## src/rtl/vslc_timer_pkg.sv

```systemverilog
// Shared encodings, state enum and reset defaults for the VSLC timer bank.
package vslc_timer_pkg;

  localparam logic [1:0] MODE_CYCLE     = 2'd0;
  localparam logic [1:0] MODE_ONESHOT   = 2'd1;
  localparam logic [1:0] MODE_RETRIGGER = 2'd2;

  localparam logic [1:0] CFG_PERIOD_A = 2'd0;
  localparam logic [1:0] CFG_PERIOD_B = 2'd1;
  localparam logic [1:0] CFG_CTRL     = 2'd2;

  typedef enum logic [1:0] {
    IDLE    = 2'd0,
    PHASE_A = 2'd1,
    PHASE_B = 2'd2
  } timer_state_e;

  localparam int unsigned PERIOD_A_RST = 1;
  localparam int unsigned PERIOD_B_RST = 2;

endpackage

```

## src/rtl/vslc_timer_channel.sv

```systemverilog
// One timer channel: config registers, power-of-two prescaler, phase FSM and
// registered out/running/done plus the live phase counter.
module vslc_timer_channel
  import vslc_timer_pkg::*;
#(
  parameter int CNT_W = 10,
  parameter int DIV_W = 4
) (
  input  logic             clk,
  input  logic             rst_n,
  input  logic             cfg_we,
  input  logic [1:0]       cfg_addr,
  input  logic [CNT_W-1:0] cfg_wdata,
  input  logic             start,
  input  logic             stop,
  output logic             running,
  output logic             out,
  output logic             done,
  output logic [CNT_W-1:0] cnt
);
  localparam int PRE_W = 2**DIV_W - 1;

  logic [CNT_W-1:0] period_a_reg, period_b_reg;
  logic [DIV_W-1:0] div_reg;
  logic [1:0]       mode_reg;

  timer_state_e     state_reg, state_next;
  logic [CNT_W-1:0] act_a_reg, act_a_next, act_b_reg, act_b_next;
  logic [DIV_W-1:0] act_div_reg, act_div_next;
  logic [1:0]       act_mode_reg, act_mode_next;
  logic [PRE_W-1:0] pre_reg, pre_next, pre_mask;
  logic [CNT_W-1:0] cnt_reg, cnt_next;
  logic             out_reg, out_next, done_reg, done_next, running_reg;
  logic             tick, restart;

  always_ff @(posedge clk or negedge rst_n) begin
    if (!rst_n) begin
      period_a_reg <= CNT_W'(PERIOD_A_RST);
      period_b_reg <= CNT_W'(PERIOD_B_RST);
      div_reg      <= '0;
      mode_reg     <= MODE_CYCLE;
    end else if (cfg_we) begin
      case (cfg_addr)
        CFG_PERIOD_A: period_a_reg <= cfg_wdata;
        CFG_PERIOD_B: period_b_reg <= cfg_wdata;
        CFG_CTRL: begin
          div_reg  <= cfg_wdata[DIV_W-1:0];
          mode_reg <= cfg_wdata[DIV_W+1:DIV_W];
        end
        default: ;
      endcase
    end
  end

  // Tick when the prescaler reaches 2**div-1; div=0 ticks every clock.
  assign pre_mask = ~({PRE_W{1'b1}} << act_div_reg);
  assign tick     = (state_reg != IDLE) && (pre_reg == pre_mask);
  assign restart  = start && ((state_reg == IDLE) || (act_mode_reg == MODE_RETRIGGER));

  always_comb begin
    state_next    = state_reg;
    act_a_next    = act_a_reg;
    act_b_next    = act_b_reg;
    act_div_next  = act_div_reg;
    act_mode_next = act_mode_reg;
    pre_next      = pre_reg;
    cnt_next      = cnt_reg;
    out_next      = out_reg;
    done_next     = 1'b0;
    if (stop) begin
      state_next = IDLE;
      out_next   = 1'b0;
      cnt_next   = '0;
      pre_next   = '0;
    end else if (restart) begin
      act_a_next    = period_a_reg;
      act_b_next    = period_b_reg;
      act_div_next  = div_reg;
      act_mode_next = mode_reg;
      state_next    = PHASE_A;
      out_next      = 1'b0;
      cnt_next      = '0;
      pre_next      = '0;
    end else if (state_reg != IDLE) begin
      if (!tick) begin
        pre_next = pre_reg + 1'b1;
      end else begin
        pre_next = '0;
        if (state_reg == PHASE_A) begin
          if (cnt_reg == act_a_reg) begin
            out_next   = 1'b1;
            cnt_next   = '0;
            state_next = PHASE_B;
          end else begin
            cnt_next = cnt_reg + 1'b1;
          end
        end else if (cnt_reg == act_b_reg) begin
          out_next = 1'b0;
          cnt_next = '0;
          if (act_mode_reg == MODE_CYCLE) begin
            act_a_next = period_a_reg;
            act_b_next = period_b_reg;
            state_next = PHASE_A;
          end else begin
            done_next  = 1'b1;
            state_next = IDLE;
          end
        end else begin
          cnt_next = cnt_reg + 1'b1;
        end
      end
    end
  end

  always_ff @(posedge clk or negedge rst_n) begin
    if (!rst_n) begin
      state_reg    <= IDLE;
      act_a_reg    <= '0;
      act_b_reg    <= '0;
      act_div_reg  <= '0;
      act_mode_reg <= MODE_CYCLE;
      pre_reg      <= '0;
      cnt_reg      <= '0;
      out_reg      <= 1'b0;
      done_reg     <= 1'b0;
      running_reg  <= 1'b0;
    end else begin
      state_reg    <= state_next;
      act_a_reg    <= act_a_next;
      act_b_reg    <= act_b_next;
      act_div_reg  <= act_div_next;
      act_mode_reg <= act_mode_next;
      pre_reg      <= pre_next;
      cnt_reg      <= cnt_next;
      out_reg      <= out_next;
      done_reg     <= done_next;
      running_reg  <= (state_next != IDLE);
    end
  end

  assign running = running_reg;
  assign out     = out_reg;
  assign done    = done_reg;
  assign cnt     = cnt_reg;

endmodule

```

## src/rtl/vslc_timer_bank.sv

```systemverilog
// Bank of CHANNELS timer channels with config decode. Define
// VSLC_TIMER_READBACK_EN to build the registered phase-counter readback.
module vslc_timer_bank
  import vslc_timer_pkg::*;
#(
  parameter  int CHANNELS = 4,
  parameter  int CNT_W    = 10,
  parameter  int DIV_W    = 4,
  localparam int CH_W     = (CHANNELS > 1) ? $clog2(CHANNELS) : 1
) (
  input  logic                clk,
  input  logic                rst_n,
  input  logic                cfg_we,
  input  logic [CH_W-1:0]     cfg_ch,
  input  logic [1:0]          cfg_addr,
  input  logic [CNT_W-1:0]    cfg_wdata,
  input  logic [CHANNELS-1:0] start,
  input  logic [CHANNELS-1:0] stop,
  output logic [CHANNELS-1:0] running,
  output logic [CHANNELS-1:0] out,
  output logic [CHANNELS-1:0] done,
  input  logic [CH_W-1:0]     cnt_sel,
  output logic [CNT_W-1:0]    cnt_rdata
);
  logic [CHANNELS*CNT_W-1:0] ch_cnt_flat;

  for (genvar gi = 0; gi < CHANNELS; gi++) begin : g_ch
    logic ch_we;
    // Out-of-range cfg_ch matches no channel, so such writes are dropped.
    assign ch_we = cfg_we && (int'(cfg_ch) == gi);

    vslc_timer_channel #(
      .CNT_W (CNT_W),
      .DIV_W (DIV_W)
    ) u_channel (
      .clk       (clk),
      .rst_n     (rst_n),
      .cfg_we    (ch_we),
      .cfg_addr  (cfg_addr),
      .cfg_wdata (cfg_wdata),
      .start     (start[gi]),
      .stop      (stop[gi]),
      .running   (running[gi]),
      .out       (out[gi]),
      .done      (done[gi]),
      .cnt       (ch_cnt_flat[gi*CNT_W +: CNT_W])
    );
  end

`ifdef VSLC_TIMER_READBACK_EN
  logic [CNT_W-1:0] rb_sel;
  logic [CNT_W-1:0] cnt_rdata_reg;

  always_comb begin
    rb_sel = '0;
    for (int i = 0; i < CHANNELS; i++) begin
      if (int'(cnt_sel) == i) rb_sel = ch_cnt_flat[i*CNT_W +: CNT_W];
    end
  end

  always_ff @(posedge clk or negedge rst_n) begin
    if (!rst_n) cnt_rdata_reg <= '0;
    else        cnt_rdata_reg <= rb_sel;
  end

  assign cnt_rdata = cnt_rdata_reg;
`else
  logic unused_rb;
  assign unused_rb = ^{cnt_sel, ch_cnt_flat};
  assign cnt_rdata = '0;
`endif

endmodule

```

## config.mk

```make
export PLATFORM = sky130hd
export DESIGN_NAME = vslc_timer_bank
export DESIGN_NICKNAME = d
export VERILOG_FILES = /design/src/rtl/vslc_timer_pkg.sv /design/src/rtl/vslc_timer_channel.sv /design/src/rtl/vslc_timer_bank.sv
export SDC_FILE = /design/constraint.sdc
export NUM_CORES = 1
export LEC_CHECK = 0
export CORE_ASPECT_RATIO = 2
export CORE_MARGIN = 5
export CORE_UTILIZATION = 35
export DETAILED_ROUTE_END_ITERATION = 8
export DONT_BUFFER_PORTS = 1
export GPL_TIMING_DRIVEN = 0
export PLACE_DENSITY = 0.48
export SETUP_SLACK_MARGIN = 0.4
export SLEW_MARGIN = 20
export SYNTH_ARGS = -nofsm -noshare
export SYNTH_HDL_FRONTEND = slang
export SYNTH_SLANG_ARGS = --single-unit
```

## constraint.sdc

```tcl
create_clock -name clk -period 3.7 [get_ports clk]
set_clock_uncertainty 0.05 [all_clocks]
set_input_delay 0.74 -clock clk [delete_from_list [all_inputs] [get_ports clk]]
set_output_delay 0.74 -clock clk [all_outputs]
set_load 0.02 [all_outputs]
```

[After elaboration in Yosys (flattened, before gate mapping)]
Cells that the tools add are included.
Cells by class
  add/sub/neg operators: 8
  equality and inequality tests: 33
  shifts and indexed selects: 4
  muxes and demuxes: 180
  bitwise gates (word level): 8
  reductions and logical operators: 90
Operators with widths (number)
  $mux 10: 76
  $mux 15: 16
  $eq 10x10->1: 8
  $add 15x1->15 const B: 4
  $eq 15x15->1: 4
  $mux 1: 60
  $not 15->15: 4
  $shl 15x4->15 const A: 4
  $mux 2: 28
  $reduce_bool 2->1: 24
  $add 10x1->10 const B: 4
  $reduce_and 2->1: 20
  $reduce_and 6->1: 4
  $reduce_bool 3->1: 8
  $logic_not 2->1: 10
  $ne 4x3->1 const B: 4
  $reduce_and 4->1: 4
  $reduce_bool 4->1: 4
  $eq 2x2->1 const B: 7
  $eq 2x1->1 const B: 6
  $logic_and 1x1->1: 12
  $ne 2x1->1 const B: 4
  $logic_or 1x1->1: 4
  $not 1->1: 4
Word-level totals
  register bits: 328
  input port bits: 27
  output and inout bits: 22

[Depth between registers and ports, before layout]
  word-level depth: 9
  gate-level depth with buffers: 10
  depth with buffers taken out: 7

[By module]
From an unflattened synthesis, not the netlist that was laid out.
Second synthesis, totals
  cells, all modules: 1527
  area, all modules: 17122.7 µm²
By module, submodules not included
  vslc_timer_channel: instances 4, cells an instance 378, area an instance 4251.6 µm²
  vslc_timer_bank: instances 1, cells an instance 15, area an instance 116.4 µm²

[Worst setup path before layout]
Ideal clock, no wire load.
  kind: reg2reg
  from: reg g_ch[1].u_channel.act_div_reg[0]
  to: reg g_ch[1].u_channel.act_a_reg[0]
  setup time: 0.125 ns
  arrival: 2.730 ns
  required time: 3.525 ns
  setup slack: 0.795 ns
  cell stages (with the launch flop): 10
  buffers on the path: 2
  period minus slack after synthesis: 2.905 ns
  path through: dfrtp_1 -> buf_6 -> o21a_1 -> a211o_1 -> a21o_1 -> a2111o_1 -> or4_4 -> o41ai_4 -> buf_6 -> mux2_4
On the way
  cells in the longest elaborated chain, start to end: 6
Ends and longest elaborated chain
  from (decl): RTL line vslc_timer_channel.sv:29  | logic [DIV_W-1:0] act_div_reg, act_div_next;
  from (signal assigned): RTL line vslc_timer_channel.sv:131  | act_div_reg <= act_div_next;
  $shl 15x4->15: RTL line vslc_timer_channel.sv:56  | assign pre_mask = ~({PRE_W{1'b1}} << act_div_reg);
  $not 15->15: RTL line vslc_timer_channel.sv:56
  $eq 15x15->1: RTL line vslc_timer_channel.sv:57  | assign tick = (state_reg != IDLE) && (pre_reg == pre_mask);
  $logic_and 1x1->1: RTL line vslc_timer_channel.sv:57
  $reduce_bool 2->1 (no source line)
  $reduce_and 6->1 (no source line)
  to (signal assigned): RTL line vslc_timer_channel.sv:129  | act_a_reg <= act_a_next;
  to (decl): RTL line vslc_timer_channel.sv:28  | logic [CNT_W-1:0] act_a_reg, act_a_next, act_b_reg, act_b_next;
Every way passes these cells.
A chain may end at the register's enable or synchronous reset.

[Final worst setup path]
  from: reg g_ch[1].u_channel.cnt_reg[1]
  to: reg g_ch[1].u_channel.act_b_reg[5]
On the way
  cells in the longest elaborated chain, start to end: 3
Ends and longest elaborated chain
  from (decl): RTL line vslc_timer_channel.sv:32  | logic [CNT_W-1:0] cnt_reg, cnt_next;
  from (signal assigned): RTL line vslc_timer_channel.sv:134  | cnt_reg <= cnt_next;
  $eq 10x10->1: RTL line vslc_timer_channel.sv:97  | end else if (cnt_reg == act_b_reg) begin
  $reduce_bool 2->1 (no source line)
  $reduce_and 6->1 (no source line)
  to (signal assigned): RTL line vslc_timer_channel.sv:130  | act_b_reg <= act_b_next;
  to (decl): RTL line vslc_timer_channel.sv:28
Every way passes these cells.

==> qor.txt <==
Post-synth EDFFs -> 0
starting density of the core -> 35.4%
failing checks -> hold timing
Arr. time, crit path -> 3590 ps
full die area -> 52100 um^2
Power, Total -> 11.4 mW
setup tns final -> 0 ps
Slew HR -> 28.1%
Clk pin slew, worst setup/hold paths -> 60 ps
drt pass-1 iters -> 5
Min Hold Slack -> -128 ps
fillers -> 4681
WL/cell -> 18.7 um
non-filler cells, final -> 2194
gpl congestion -> 0.840
R2R Path End -> g_ch[1].u_channel.act_b_reg[5]$_DFFE_PN0P_
max_cap viols -> 0
total CTS buffers -> 34
setup violators final -> 0
Slew Viols, Final -> 0
IO buf count -> 0
largest net degree at the start of global routing -> 329
Core Rows -> 112
fmax -> 309 MHz
final WL -> 41000 um
Hold Path Class -> input port to asynchronous set/reset pin
Worst Path Required -> 4050 ps
initial drt markers -> 653
reg2reg setup slack -> 460 ps
Cells after Synth -> 1493
Cell Int Power -> 7.93 mW
Yosys cell types -> 84
DR vias/cell -> 5.23
Synth Register Bits -> 328
clock root buffer -> clkbuf_16
latest clock arrival within the worst-skew pair -> 520 ps
sequential power share -> 44.1%
share of cells above drive strength 1 -> 22.0%
Syn Area/Cell -> 11.1 um^2
Total GRT Usage -> 15.9%
Final period util -> 87.5%
first-pass GRT wire length -> 66600 um
register area share after synthesis -> 49.6%
htree depth -> 2
fin nets -> 1578
DP Wirelength -> 28700 um
area of the multi-input gates -> 7790 um^2
Worst-Margin Slew -> 1070 ps
Ant. Diodes -> 0
die width -> 164 um
Peak VDD IR -> 0.000371 V
Crit Path Category -> flop to flop
Antenna Nets Post-Route -> 0
crit start category -> flop
Die Y -> 318 um
worst reg2reg startpoint -> g_ch[1].u_channel.cnt[1]$_DFFE_PN0P_
Fin. Hold Viols -> 168
mapped cell area -> 16600 um^2
fin crit period -> 3240 ps
DR DRC count -> 0
synthesis-to-finish area growth -> 12.2%
NetSw -> 3.45 mW
Net Sw Frac -> 30.3%
Synth warnings -> 0
initial antenna violation count -> 0
Gate power share -> 25.2%
grt total ovfl -> 0
Clock Path Buffers -> 3
Worst Reg-to-Reg Cells -> 9
DR vias -> 11.5k
max FFs per register -> 60
CTS tree -> yes
Placed Cells incl. Taps -> 2129
total core area -> 46800 um^2
P_leak -> 7.96 nW
clk sinks -> 328
clock share of power -> 30.7%
outcome -> finished with violations
unrepaired setup endpoints after global routing -> yes
vias in the first global route -> 12.0k
Register Area -> 8220 um^2
Primary FF master, synth -> dfrtp_1
Pwr per Cell Area -> 612 nW/um^2
Crit. End Element -> flop
# IOs -> 49
CP max FO -> 10
Async SR Flop Fraction -> 100%
stage by stage:
stage	worst slack (ps)	hold WS, ps	area, um^2	utilization [%]
CTS	279	-155	18500	39.6
global placement	241	415	17400	37.1
floorplan	795	394	16600	-
finish	464	-128	18600	39.7
detailed placement	177	418	17400	37.1
global route	384	-157	18600	39.7
placed cells by master, fill, tap and decap left out, types with 10 or more instances in the layout:
| cell | count |
|---|---|
| dfrtp_1 | 320 |
| mux2_2 | 185 |
| nor2_1 | 125 |
| xor2_1 | 85 |
| nand2_1 | 65 |
| o21ai_0 | 57 |
| xnor2_1 | 55 |
| nand3_1 | 54 |
| clkbuf_1 | 53 |
| clkbuf_16 | 35 |
| a21oi_1 | 34 |
| nand4_1 | 32 |
| and3_1 | 32 |
| buf_4 | 29 |
| inv_1 | 28 |
| nor4_1 | 24 |
| nand2b_1 | 21 |
| nor2b_1 | 19 |
| mux2_4 | 18 |
| o21a_1 | 16 |
| nor3_1 | 15 |
| buf_2 | 14 |
| or3_1 | 13 |
| a21boi_0 | 12 |
| conb_1 | 10 |
worst max path at each step:
stage	startpoint	cells after the start	slack, ps	to
6_report	g_ch[1].u_channel.cnt[1]$_DFFE_PN0P_	9	460	g_ch[1].u_channel.act_b_reg[5]$_DFFE_PN0P_
5_1_grt	g_ch[1].u_channel.act_div_reg[3]$_DFFE_PN0P_	11	380	g_ch[1].u_channel.act_a_reg[0]$_DFFE_PN0P_
4_1_cts	g_ch[3].u_channel.act_div_reg[1]$_DFFE_PN0P_	9	280	g_ch[3].u_channel.act_b_reg[9]$_DFFE_PN0P_
3_5_place_dp	g_ch[3].u_channel.act_div_reg[3]$_DFFE_PN0P_	9	180	g_ch[3].u_channel.act_b_reg[9]$_DFFE_PN0P_
3_3_place_gp	g_ch[3].u_channel.act_div_reg[3]$_DFFE_PN0P_	9	240	g_ch[3].u_channel.act_b_reg[7]$_DFFE_PN0P_
2_1_floorplan	g_ch[1].u_channel.act_div_reg[0]$_DFFE_PN0P_	9	790	g_ch[1].u_channel.act_a_reg[0]$_DFFE_PN0P_
metal layers:
layer  GRT usage [%]  vias up  wire (um)
met2            29.7      213      22500
met1            17.5     5766      15200
met5               0        -          0
li1                -     5416          -
met4            6.47        0       1620
met3            2.59       85       1600
synthesized netlist by cell type (9+ instances only):
cell      instances  area, um^2
nand4_1          32         200
nand3_1          54         270
buf_2            15        75.1
nand2_1          65         244
a21oi_1          35         175
xor2_1           85         744
nor4_1           26         163
dfrtp_1         320        8010
nand2b_1         21         131
clkbuf_1         49         184
xnor2_1          55         482
inv_1            28         105
o21a_1           16         120
or3_1            13        81.3
nor2_1          125         469
a21boi_0         12        90.1
nor3_1           16        80.1
mux2_2          185        2080
buf_4            24         180
mux2_4           18         270
nor2b_1          19         119
o31ai_1           9        67.6
o21ai_0          59         295
and3_1           32         200
power by group through the flow:
| stage | Sequential (mW) | Clock, mW | Combinational [mW] |
|---|---|---|---|
| after floorplan | 4.87 | 0 | 2.32 |
| after global placement | 5.08 | 0 | 2.77 |
| after detailed placement | 5.10 | 0 | 2.82 |
| after CTS | 5.04 | 3.65 | 2.85 |
| after global routing | 5.14 | 3.75 | 3.16 |
| final | 5.02 | 3.50 | 2.87 |
worst max-delay path: stages (launching register included):
cell and delay (ps):
dfrtp_1 460, xor2_1 200, nor4_2 330, nand4_1 250, a2111o_1 360, or4_4 440
o41ai_4 340, buf_4 190, buf_6 190, mux2_4 310
logic make-up (layout without fill, tap and decap cells):
kind of cell	Yosys count	in the layout	synth area share (%)
adder cells (fa/ha/maj)	9	9	0.665
buffers and inverters	124	189	3.83
AND/OR/NAND/NOR	456	456	14.4
flip-flops	328	328	49.6
other	1	10	0.0226
multiplexers	216	216	15.0
AO/OA/AOI/OAI	219	219	9.05
XOR/XNOR	140	140	7.40
area by class of cell:
class                   count  share of cell area, %
inverters                  28                  0.566
clock buffers              46                   5.10
clock inverters            14                  0.868
multi-input cells        1050                   41.9
plain buffers              96                   2.89
repair buffers              5                  0.202
flip-flops and latches    328                   44.2
well taps                 627                   4.22
repair_timing:
item                                    4_1_cts  5_1_grt
resized for setup                             5       13
pin swaps                                     1        4
setup buffers                                 1        4
hold endpoints to repair                    320      320
endpoints found under the setup margin       63       78
Power figures use the tool's default switching activity.
==> patch (same flow settings) <==
The option `VSLC_TIMER_READBACK_EN` is turned on by a define.
--- a/src/rtl/vslc_timer_bank.sv
+++ b/src/rtl/vslc_timer_bank.sv
@@ -2,2 +2,4 @@
 // VSLC_TIMER_READBACK_EN to build the registered phase-counter readback.
+`define VSLC_TIMER_READBACK_EN
+
 module vslc_timer_bank
Function: not settled (the Yosys comparison gave no result); the edit may change what the design does.
==> patch against the original RTL <==
The run still ends with negative hold slack left; die area increased by 3.9%; cell area increased by 3.6%; critical path depth unchanged; area after synthesis increased by 4.1%; first-iteration DRC count decreased by 11%; setup slack improved by 0.13 ns; sequential cell count increased by 10; non-clock buffer count increased by 11; routed wire length increased by 12%; power increased by 0.93%; critical path type unchanged; critical endpoint is now g_ch[3].u_channel.act_a_reg[4]$_DFFE_PN0P_.
==> patch: results (changes against the original RTL) <==
The mean number of vias per cell works out to 5.260 (+0.53%). The post-synthesis area per instance was 11.09 sq um (about the same); the largest incremental delay on the critical path was 0.50 ns (+0.04 ns). The post-CTS setup repair buffer count is 0 (-1), and the pin count of the biggest net entering global routing is 339 (+3.0%). Fraction of area in clock buffers and inverters: 5.957% (-0.0075 points).

The post-place instance area came out at 0.01807 sq mm (+3.9%). The arithmetic-cell share of the synthesized area counting full adders, half adders and majority gates is 0.5802% (-0.084 points), and the wire length on met3 is 1493 um (-6.6%). The global-route met3 utilization was 2.402% (-0.19 points); the worst-case setup slack after placement was 0.3968 ns (+0.2196 ns). The number of DRC markers after the initial detailed-route iteration is 580 (-11%), and the switching power of the nets is 0.003490 W (+1.2%). The layout clock buffer count came out at 51 (+11%).

The transition time at the pin with the least slew margin works out to 1.475 ns (+0.4004 ns). Share of the final layout cell area in multi-input gates: 42.72% (+0.78 points). The number of detailed-route iterations in the first pass was 4 (-1). The post-synthesis compound-gate area fraction is 9.262% (+0.21 points). The logs give 0.8394 (about the same) for the last weighted congestion value of the routability-driven placer and 8.184 nW (+2.8%) for the standby leakage power. The count of non-CTS buffers in the layout works out to 112 (+11%). The slack of the worst reg-to-reg path was 0.59 ns (+0.13 ns). The final period demand of the worst path was 3.107 ns (-0.1293 ns); the worst hold slack was -0.1349 ns (-0.006569 ns). The number of non-clock inverters in the layout works out to 18 (-36%). The wire length of the first global-routing pass is 72850 um (+9.3%), and the global-route met1 utilization is 18.34% (+0.81 points). The tools report the clock network power as 0.00358 W (+2%). For the final number of hold-violating endpoints, the log shows 85 (-49%). The worst ir drop on vdd is 0.3152 mV (-15%), and the number of different library cells in the post-synthesis netlist is 83 (-1.2%).

The flow ran to the end, but the final reports show violations. The detailed-routed wire length on met2 was 25700 um (+14%). The number of instances in the placed design was 2198 (+3.2%). The relative area change from synthesis to final layout is 11.64%. The tools report the number of clock sinks as 338 (+3.0%).

In the post-synthesis netlist, the biggest area contributors are sky130_fd_sc_hd__dfrtp_1, sky130_fd_sc_hd__mux2_2, sky130_fd_sc_hd__xor2_1, sky130_fd_sc_hd__xnor2_1, sky130_fd_sc_hd__nor2_1. The multiplexer fraction of the synthesized cell area works out to 15.82% (+0.78 points). The checks that failed: negative hold slack. The area inside the core boundary was 0.04907 sq mm (+4.8%); the detailed-routing wirelength on met1 was 17400 um (+14%). The fraction of met2 tracks used by global routing was 33.81% (+4.2 points). The number of clock buffers inserted by TritonCTS came out at 35 (+2.9%). For the number of multi-input combinational cells in the layout, the log shows 1087 (+3.5%).
patch: changes by cell type in the layout (fill, tap and decap cells not counted), moves of 11 or more:
cell,before,now
sky130_fd_sc_hd__mux2_1,6,26
sky130_fd_sc_hd__nor4_1,24,13
sky130_fd_sc_hd__mux2_2,185,167
sky130_fd_sc_hd__xor2_1,85,68
sky130_fd_sc_hd__clkbuf_1,53,68
sky130_fd_sc_hd__nand2_1,65,77
sky130_fd_sc_hd__buf_4,29,16
sky130_fd_sc_hd__nor3_1,15,34
sky130_fd_sc_hd__o21ai_0,57,43
sky130_fd_sc_hd__buf_2,14,26
sky130_fd_sc_hd__xnor2_1,55,67
patch: timing repair:
action / in CTS / in global routing
hold endpoints to repair: 330 / 330
setup endpoints to repair: 19 / 55
gates cloned: 0 / 0
gates resized for setup: 1 / 8
